<file path="src/rtl/if_bundle_align.sv">
// -----------------------------------------------------------------------------
// if_bundle_align
// Fetch-to-decode alignment stage. Buffers 64-bit fetch beats as halfwords,
// classifies the op at the queue head (16/32/48-bit, WEX chaining) and emits
// bundles of up to three ops, left-aligned, through a registered output stage.
//
// Ports
//   clock         core clock, rising edge
//   reset         asynchronous, active-high; clears all state
//   srWxe         WEX enable, sampled when a bundle is formed
//   ifWordIn      fetch beat, halfword 0 at [15:0] (lowest address)
//   ifWordValid   ifWordIn valid this cycle
//   ifWordReady   beat accepted this cycle (count <= 4 and no redirect)
//   ifRedirect    flush queue and output stage, restart at ifRedirectPc
//   ifRedirectPc  restart address (halfword aligned)
//   istrWord      aligned bundle: op1 [31:0], op2 [63:32], op3 [95:64]
//   idValid       istrWord / idPc / idStep valid
//   idReady       decoder consumes the bundle this cycle
//   idPc          address of the bundle's first halfword
//   idStep        bundle length in bytes (2, 4, 6, 8 or 12)
// -----------------------------------------------------------------------------
module if_bundle_align (
    input  logic        clock,
    input  logic        reset,
    input  logic        srWxe,
    input  logic [63:0] ifWordIn,
    input  logic        ifWordValid,
    output logic        ifWordReady,
    input  logic        ifRedirect,
    input  logic [31:0] ifRedirectPc,
    output logic [95:0] istrWord,
    output logic        idValid,
    input  logic        idReady,
    output logic [31:0] idPc,
    output logic [3:0]  idStep
);

    // Any op whose head halfword starts with 3'b111 is longer than 16 bits.
    function automatic logic isWide(input logic [15:0] h);
        return (h[15:13] == 3'b111);
    endfunction

    // EC..EF and FC..FF heads are 48-bit ops.
    function automatic logic is48(input logic [15:0] h);
        return (h[15:10] == 6'b111011) || (h[15:10] == 6'b111111);
    endfunction

    function automatic logic is32(input logic [15:0] h);
        return isWide(h) && !is48(h);
    endfunction

    // WEX chaining flag of a 32-bit op; the E0..EB range never chains.
    function automatic logic isWex(input logic [15:0] h, input logic wxe);
        logic wex;
        if (h[15:11] == 5'b11110) begin
            wex = h[10] && wxe;
        end else if (h[15:10] == 6'b111110) begin
            wex = h[8] && wxe;
        end else begin
            wex = 1'b0;
        end
        return wex;
    endfunction

    logic [15:0] queueR [8];
    logic [3:0]  countR;
    logic [31:0] pcR;
    logic [95:0] istrWordR;
    logic        idValidR;
    logic [31:0] idPcR;
    logic [3:0]  idStepR;

    logic        formS;
    logic [2:0]  lenS;
    logic [3:0]  stepS;
    logic        loadS;
    logic        pushS;
    logic [3:0]  popCntS;
    logic [3:0]  countNextS;
    logic [95:0] bundleS;
    logic [15:0] queueShiftS [8];
    logic [15:0] queueNextS [8];

    assign ifWordReady = (countR <= 4'd4) && !ifRedirect;
    assign istrWord    = istrWordR;
    assign idValid     = idValidR;
    assign idPc        = idPcR;
    assign idStep      = idStepR;

    // Bundle length decode from the head op; a WEX op needs the following
    // op's head halfword to be present before the length is known.
    always_comb begin
        formS = 1'b0;
        lenS  = 3'd2;
        if (!isWide(queueR[0])) begin
            lenS  = 3'd1;
            formS = (countR >= 4'd1);
        end else if (is48(queueR[0])) begin
            lenS  = 3'd3;
            formS = (countR >= 4'd3);
        end else if (!isWex(queueR[0], srWxe)) begin
            lenS  = 3'd2;
            formS = (countR >= 4'd2);
        end else if (countR < 4'd3) begin
            lenS  = 3'd2;
            formS = 1'b0;
        end else if (!is32(queueR[2])) begin
            lenS  = 3'd2;
            formS = 1'b1;
        end else if (!isWex(queueR[2], srWxe)) begin
            lenS  = 3'd4;
            formS = (countR >= 4'd4);
        end else if (countR < 4'd5) begin
            lenS  = 3'd4;
            formS = 1'b0;
        end else if (!is32(queueR[4])) begin
            lenS  = 3'd4;
            formS = 1'b1;
        end else begin
            lenS  = 3'd6;
            formS = (countR >= 4'd6);
        end
    end

    // Handshake decode and queue occupancy update.
    always_comb begin
        stepS      = {lenS, 1'b0};
        loadS      = formS && (!idValidR || idReady);
        pushS      = ifWordValid && ifWordReady;
        popCntS    = loadS ? {1'b0, lenS} : 4'd0;
        countNextS = countR - popCntS + (pushS ? 4'd4 : 4'd0);
    end

    // Contiguous halfwords make the bundle a masked copy of the queue head.
    always_comb begin
        bundleS = 96'd0;
        for (int i = 0; i < 6; i++) begin
            if (3'(i) < lenS) begin
                bundleS[16*i +: 16] = queueR[i];
            end else begin
                bundleS[16*i +: 16] = 16'd0;
            end
        end
    end

    // Pop: shift the queue down so the head stays at entry 0.
    always_comb begin
        logic [3:0] srcIdx;
        srcIdx = 4'd0;
        for (int i = 0; i < 8; i++) begin
            srcIdx = 4'(i) + popCntS;
            if (srcIdx < 4'd8) begin
                queueShiftS[i] = queueR[srcIdx[2:0]];
            end else begin
                queueShiftS[i] = 16'd0;
            end
        end
    end

    // Push: place the four beat halfwords right after the post-pop tail.
    always_comb begin
        logic [3:0] base;
        logic [3:0] off;
        base = countR - popCntS;
        off  = 4'd0;
        for (int i = 0; i < 8; i++) begin
            off = 4'(i) - base;
            if (pushS && (4'(i) >= base) && (off < 4'd4)) begin
                queueNextS[i] = ifWordIn[{off[1:0], 4'b0000} +: 16];
            end else begin
                queueNextS[i] = queueShiftS[i];
            end
        end
    end

    // Halfword queue, occupancy and fetch pc; redirect flushes and restarts.
    always_ff @(posedge clock or posedge reset) begin
        if (reset) begin
            countR <= 4'd0;
            pcR    <= 32'd0;
            for (int i = 0; i < 8; i++) begin
                queueR[i] <= 16'd0;
            end
        end else if (ifRedirect) begin
            countR <= 4'd0;
            pcR    <= ifRedirectPc;
        end else begin
            countR <= countNextS;
            for (int i = 0; i < 8; i++) begin
                queueR[i] <= queueNextS[i];
            end
            if (loadS) begin
                pcR <= pcR + {28'd0, stepS};
            end else begin
                pcR <= pcR;
            end
        end
    end

    // Registered output stage; holds while the decoder stalls.
    always_ff @(posedge clock or posedge reset) begin
        if (reset) begin
            idValidR  <= 1'b0;
            istrWordR <= 96'd0;
            idPcR     <= 32'd0;
            idStepR   <= 4'd0;
        end else if (ifRedirect) begin
            idValidR <= 1'b0;
        end else if (loadS) begin
            idValidR  <= 1'b1;
            istrWordR <= bundleS;
            idPcR     <= pcR;
            idStepR   <= stepS;
        end else if (idReady) begin
            idValidR <= 1'b0;
        end else begin
            idValidR <= idValidR;
        end
    end

endmodule

</file>
<file path="config.mk">
export PLATFORM = sky130hd
export DESIGN_NAME = if_bundle_align
export DESIGN_NICKNAME = d
export VERILOG_FILES = /design/src/rtl/if_bundle_align.sv
export SDC_FILE = /design/constraint.sdc
export NUM_CORES = 1
export LEC_CHECK = 0
export CAP_MARGIN = 5
export CORE_MARGIN = 2
export CORE_UTILIZATION = 55
export CTS_CLUSTER_DIAMETER = 80
export CTS_CLUSTER_SIZE = 30
export DETAILED_ROUTE_END_ITERATION = 8
export PLACE_DENSITY = 0.79
export SYNTH_ARGS = -nofsm -noshare
export SYNTH_HDL_FRONTEND = slang
export SYNTH_SLANG_ARGS = --single-unit
</file>
<file path="constraint.sdc">
create_clock -name clock -period 12.2 [get_ports clock]
set_input_delay 1.22 -clock clock [delete_from_list [all_inputs] [get_ports clock]]
set_output_delay 1.22 -clock clock [all_outputs]
set_load 0.005 [all_outputs]
</file>
==> summary.txt, run 1 <==
STA
  • Fin crit period: between 8000 and 9000 ps
  • Final setup margin: about 3900 ps
  • Slew HR: 0.1429
  • Layout Skew: 28.31 ps
  • Fin. Hold Viols: 0
  • TNS Setup: 0 ps
  • Fmax: 0.1206 GHz
  • Part of the cycle the worst path needs: 0.6799
  • Final Slew Violations: 0
  • # setup viols final: 0
  • Least-Margin Pin Slew: ~1300 ps
  • Unrepaired setup endpoints after global routing: false

Cells and area
  • Area growth, synth to finish: 15.90%
  • Final Net Count: around 2,300
  • Footprint of the multi-input gates: between 0.01 and 0.015 mm^2
  • FF+latch area: 0.007407 mm^2
  • N_diodes: 0
  • Fillers: roughly 2,800
  • Layout cell share with drive strength beyond 1: 0.08407

Floorplan
  • Floorplan die width: 191.0 um
  • Die height: 191.0 um
  • IO Count: 236
  • Starting Density: 0.5584
  • # rows: just under 70
  • Die area: between 0.03 and 0.04 mm^2
  • Core box area: 0.03446 mm^2

Global route
  • Congestion Overflow GR: 0
  • Grt met2 use: 0.5032
  • Antenna violations before repair: 3
  • First-pass GRT wire length: around 100,000 um
  • Gr busiest metal: met1
  • Largest net degree at the start of global routing: ~150
  • Met1 GRT Util: 0.5419
  • Grt met3 use: 0.1146
  • Aggregate global-route resource usage: 0.3640
  • Vias in the first global route: 16,460

CTS
  • Max clock buf depth: 3
  • Clk_lat worst skew: between 500 and 600 ps
  • CTS tree: built
  • Clock Sinks: around 300
  • Total CTS buffers: 17
  • Clock transition at path regs: around 100 ps
  • Postcts setup bufs: 0
  • Clock root buffer: clkbuf_16
  • CTS H-tree lvls: 1
  • Post-CTS sizing: 0
  • # hold bufs at CTS: 0

Worst setup path
  • CP Capture Type: flip-flop
  • Critical R2R Capture: queueR[28]
  • Reg-to-reg slack, setup: between 4000 and 5000 ps
  • Worst r2r src: queueR[122]
  • Crit path kind: input pin to flip-flop
  • WP data arrival: 8730 ps
  • Worst Path Required: around 13,000 ps
  • Worst setup SP type: input pin
  • Reg2reg path depth: 17
  • Crit path max fanout: 38

Synth
  • Mean post-synth cell area: between 9 and 10 um^2
  • Mapped Nets: roughly 2,100
  • Post-synthesis instance area: between 0.015 and 0.02 mm^2
  • Primary FF master, synth: dfrtp_1
  • Unique masters post-synth: 83
  • Synth area leader: dfrtp_1
  • Number of synthesized flops with an enable pin: 0
  • Ys async rst share: 1.000
  • Post-synthesis sequential area ratio: 0.3850
  • Top cells by area in the synthesized netlist: dfrtp_1 (38%), mux2i_1 (13%), mux4_2 (9.1%), nand2_1 (8.3%), nand3_1 (3.7%)
  • Share of the synthesized area in the top cell type: 0.3850
  • Synth Instances: 2,016
  • Flops & latches, synth: roughly 300
  • Synth Warn #: 0

Worst hold path
  • WHS Endpoint: istrWord[92]
  • Hold Crit Class: flip-flop to flip-flop
  • Startpoint of the worst hold path: istrWord[92]
  • Hold depth: 2

Pwr
  • VDD IR max: 0.0002360 V
  • Static leakage: around 9.9 nW
  • Power per cell area: a little under 300 mW/mm^2

Route
  • Wire per inst: about 26 um
  • Remaining routing DRC violations: 0
  • DR pass1 iterations: 9
  • Detail-routed via count per cell: between 6 and 7
  • Routed wire length: 66,850 um
  • Post-DRT Antenna Nets: 0
  • Iteration-0 DRC Markers: around 2,500
  • Via Count: about 17,000

Place
  • IO buf count: 234
  • Dpl ws: around 3500 ps
  • Placer congestion estimate: ~0.99
  • Final HPWL DP: roughly 47,000 um

Run
  • Max-Cap Viols: 0

Outcome
  • Outcome: complete, no violations
-- final cells by class --
| cell class | count | area share |
|---|---|---|
| timing repair buffer | 259 | 0.1135 |
| sequential | 296 | 0.3322 |
| clock buffer | 17 | 0.01908 |
| inverter | 19 | 0.003647 |
| tap | 455 | 0.02553 |
| clock inverter | 10 | 0.006565 |
| multi-input combinational | 1540 | 0.4995 |
-- routing by layer --
layer | part of all wire | vias to the layer above | wire length [um]
met5 | 0 | - | 0
met2 | 0.41 | 1221 | 27640
met1 | 0.41 | 8544 | 27680
met4 | 0.030 | 0 | 1975
met3 | 0.14 | 131 | 9561
li1 | - | 7587 | -
-- critical path, stage by stage --
cell             delay (ps)
clkdlybuf4s50_1         500
nand2_1                  90
nor4b_2                 340
and3_1                  350
a21o_2                  610
inv_2                   450
nand2_2                 440
inv_2                    90
fa_2                   1190
inv_1                   310
ha_1                    370
a311oi_1                340
o31ai_1                 100
o211a_1                 480
nand3b_1                440
nor3_2                  850
a221oi_1                230
a41oi_1                 290
-- cells in the mapped netlist, types with 15 or more instances --
cell      count
o21a_1       17
and3_1       23
clkbuf_1     96
nand3_1     141
mux4_2       78
o21ai_0     116
ha_1         18
a22oi_1      82
dfrtp_1     296
nand2_1     423
xnor2_1      19
a21oi_1      44
mux2i_1     255
nor2_1       54
a22o_1       18
buf_2        35
buf_1        15
xor2_1       15
nand2b_1     23
o21ai_1      40
-- sequential cells by signal (all words and copies together) (netlist names) --
name and cells:
queueR 128, istrWord 96, idPc 32, pcR 32
countR 4, idStep 3, idValid 1
-- kinds of logic (layout without fill, tap and decap cells) --
logic type	after synthesis	in the layout	synth area share
other cells	1	1	0.0001949
compound gates	423	423	0.1470
fa+ha+maj	21	21	0.01431
simple gates	721	721	0.1662
mux	336	336	0.2257
buf+inv	180	305	0.04162
flops	296	296	0.3850
xor+xnor	38	38	0.02003
-- worst max-delay path by stage --
stage,cells after the start,slack (ps),from,end
after CTS,19,4090,srWxe,queueR[17]
after global routing,19,3520,srWxe,queueR[26]
after detailed placement,19,3520,srWxe,queueR[22]
final,18,3900,srWxe,queueR[28]
after floorplan,1,2800,reset,countR[0]
after global placement,19,3810,srWxe,queueR[18]
-- power breakdown --
group / switching, mW / total, mW / internal, mW
Combinational: 2.33 / 4.06 / 1.73
Sequential: 0.514 / 1.78 / 1.26
Clock: 0.390 / 0.672 / 0.282
Total: 3.23 / 6.52 / 3.28
-- placed cells by master (no fill, tap or decap), types with 19 or more instances in the layout --
cell and instances:
a21oi_1 43, a22oi_1 82, and3_1 23, buf_4 25
clkdlybuf4s50_1 233, dfrtp_1 296, mux2i_1 255, mux4_2 78
nand2_1 422, nand2b_1 23, nand3_1 141, nor2_1 49
o21ai_0 116, o21ai_1 40, xnor2_1 19
-- metrics by stage --
step	total power, mW	instance area [um^2]	utilization	hold slack [ps]	std cells
global route	6.820	22300	0.6472	496.2	2596
floorplan	4.415	19240	-	434.8	2016
global placement	5.604	21730	0.6306	449.1	2569
detailed placement	5.686	21730	0.6306	455.5	2569
finish	6.515	22300	0.6472	474.5	2596
CTS	6.365	22300	0.6472	481.6	2596
(Power assumes the default switching activity.)
==> run 2, diff against run 1 <==
--- a/config.mk
+++ b/config.mk
@@ -7,11 +7,11 @@
 export LEC_CHECK = 0
 export CAP_MARGIN = 5
 export CORE_MARGIN = 2
-export CORE_UTILIZATION = 55
+export CORE_UTILIZATION = 52
 export CTS_CLUSTER_DIAMETER = 80
 export CTS_CLUSTER_SIZE = 30
 export DETAILED_ROUTE_END_ITERATION = 8
-export PLACE_DENSITY = 0.79
+export PLACE_DENSITY = 0.78
 export SYNTH_ARGS = -nofsm -noshare
 export SYNTH_HDL_FRONTEND = slang
 export SYNTH_SLANG_ARGS = --single-unit
==> constraint.sdc (replaced) <==
create_clock -name clock -period 7.6 [get_ports clock]
set_input_delay 0.76 -clock clock [delete_from_list [all_inputs] [get_ports clock]]
set_output_delay 0.76 -clock clock [all_outputs]
set_load 0.005 [all_outputs]
==> run 2 against run 1 <==
Non-clock buffer count grew 12; clock skew rose by 4.1 ps; sequential share of layout area is 0.061 points lower; flip-flop and latch count is the same; total power up 63%; worst hold slack got worse by 17 ps; cell count up 0.92%.
==> summary.txt, run 2 (synthesis gave the netlist of run 1 again) <==
Outcome
  • Outcome: complete, no violations

CTS
  • Clock Sinks: 296
  • CTS H-tree lvls: 1
  • # hold bufs at CTS: 0
  • Total CTS buffers: 16
  • Post-CTS sizing: 0
  • Clk_lat worst skew: ~560 ps
  • Clock root buffer: clkbuf_16
  • Max clock buf depth: 3
  • CTS tree: built
  • Postcts setup bufs: 0
  • Clock transition at path regs: 120 ps

STA
  • Final Slew Violations: 0
  • # setup viols final: 0
  • Part of the cycle the worst path needs: 0.8156
  • Layout Skew: roughly 32 ps
  • Hold_ws: 457.3 ps
  • Fmax: between 0.15 and 0.2 GHz
  • Unrepaired setup endpoints after global routing: false
  • Fin. Hold Viols: 0
  • Least-Margin Pin Slew: roughly 1100 ps
  • Fin crit period: 6198 ps
  • TNS Setup: 0 ps
  • Slew HR: 0.2803

Floorplan
  • Starting Density: 0.5268
  • Floorplan die width: 196.4 um
  • IO Count: 236
  • Core box area: between 0.03 and 0.04 mm^2
  • Die height: approximately 200 um
  • Die area: roughly 0.039 mm^2
  • # rows: 70

Cells and area
  • Final Net Count: between 2,000 and 2,500
  • Post-Layout Inst Area: about 0.022 mm^2
  • Largest register FFs: 128
  • Most frequent cells in the layout: nand2_1 (422), dfrtp_1 (296), mux2i_1 (255), clkdlybuf4s50_1 (233), nand3_1 (141)
  • Commonest non-fill, non-tap cell in the layout: nand2_1
  • Area growth, synth to finish: 16.11%
  • Layout cell share with drive strength beyond 1: 0.08643
  • Reg with most FFs: queueR
  • N_diodes: 0

Worst hold path
  • Startpoint of the worst hold path: pcR[0]
  • Hold depth: 2
  • WHS Endpoint: idPc[0]
  • Hold Crit Class: flip-flop to flip-flop

Worst setup path
  • Crit-path slowest cell: a2111oi_2
  • CP Capture Type: flip-flop
  • Worst r2r src: queueR[122]
  • Critical Path Max Stage Delay: between 800 and 900 ps
  • Critical R2R Capture: queueR[92]
  • Crit path max fanout: 60
  • Crit path kind: flip-flop to flip-flop
  • Worst Path Required: approximately 8000 ps
  • Worst setup SP type: flip-flop
  • WP data arrival: about 6700 ps
  • Reg2reg path depth: 14
  • Reg-to-reg slack, setup: around 1400 ps
  • Crit-path cells: nand2_1 > nor4b_2 > and3_1 > a21o_2 > inv_2 > nand2_2 > buf_4 > ha_1 > a21oi_1 > a2111o_1 > a2111oi_2 > or4_1 > o21ai_0 > o32a_1

Global route
  • Largest net degree at the start of global routing: about 100
  • First-pass GRT wire length: between 100,000 and 150,000 um
  • Vias in the first global route: around 16,000
  • Antenna violations before repair: 0
  • Aggregate global-route resource usage: 0.3455
  • Congestion Overflow GR: 0

Route
  • Via Count: about 17,000
  • Remaining routing DRC violations: 0
  • DR pass1 iterations: 6
  • Wire per inst: between 20 and 30 um
  • Iteration-0 DRC Markers: between 2,000 and 2,500
  • Post-DRT Antenna Nets: 0
  • Routed wire length: ~67,000 um
  • Detail-routed via count per cell: 6.628

Pwr
  • Power per cell area: around 470 mW/mm^2
  • Static leakage: about 9.9 nW
  • VDD IR max: 0.0003678 V

Run
  • Max-Cap Viols: 0

Place
  • Placer congestion estimate: slightly below 1
  • IO buf count: approximately 230
  • Final HPWL DP: 47,960 um
  • Placed instance area: between 0.02 and 0.025 mm^2
## run 2: final cells by class
type                    instances  area, um^2
repair buffers                271        2621
clock buffers                  17       425.4
multi-input cells            1540       11120
well taps                     468       585.6
inverters                      19       77.57
fillers                      3109       14180
flip-flops and latches        296        7407
clock inverters                 9       106.4
## run 2: how the worst max path moves through the flow
stage,slack (ps),startpoint,depth (start not counted),to
floorplan,2080,idReady,21,queueR[17]
global placement,1280,srWxe,15,queueR[91]
detailed placement,1140,srWxe,15,queueR[92]
CTS,1540,queueR[122],14,queueR[92]
global route,1090,queueR[122],14,queueR[92]
finish,1400,queueR[122],14,queueR[92]
## run 2: power breakdown
part	leakage, nW	switching [mW]	total (mW)	internal [mW]
logic	5.86	3.85	6.68	2.83
registers	3.81	0.825	2.86	2.03
clock network	0.256	0.618	1.06	0.437
## run 2: per-stage QoR
stage	power (mW)	std cells	setup slack (ps)	utilization
finish	10.59	2620	1402	0.6117
global route	11.09	2620	1092	0.6117
CTS	10.32	2620	1545	0.6117
detailed placement	9.271	2594	1135	0.5972
global placement	9.126	2594	1283	0.5972
floorplan	7.087	2016	2080	-
## run 2: critical path, delay by kind of cell (launching register included)
kind / cells / cell delay, ps
buf+inv: 2 / 800
compound gates: 6 / 2690
flops: 1 / 560
fa+ha+maj: 1 / 290
simple gates: 5 / 1760
## run 2: per-layer routing
| metal | GRT usage | up-vias | share of wire |
|---|---|---|---|
| li1 | - | 7619 | - |
| met1 | 0.5170 | 8585 | 0.43 |
| met2 | 0.4657 | 1064 | 0.40 |
| met3 | 0.1223 | 98 | 0.14 |
| met4 | 0.1066 | 0 | 0.031 |
| met5 | 0 | - | 0 |
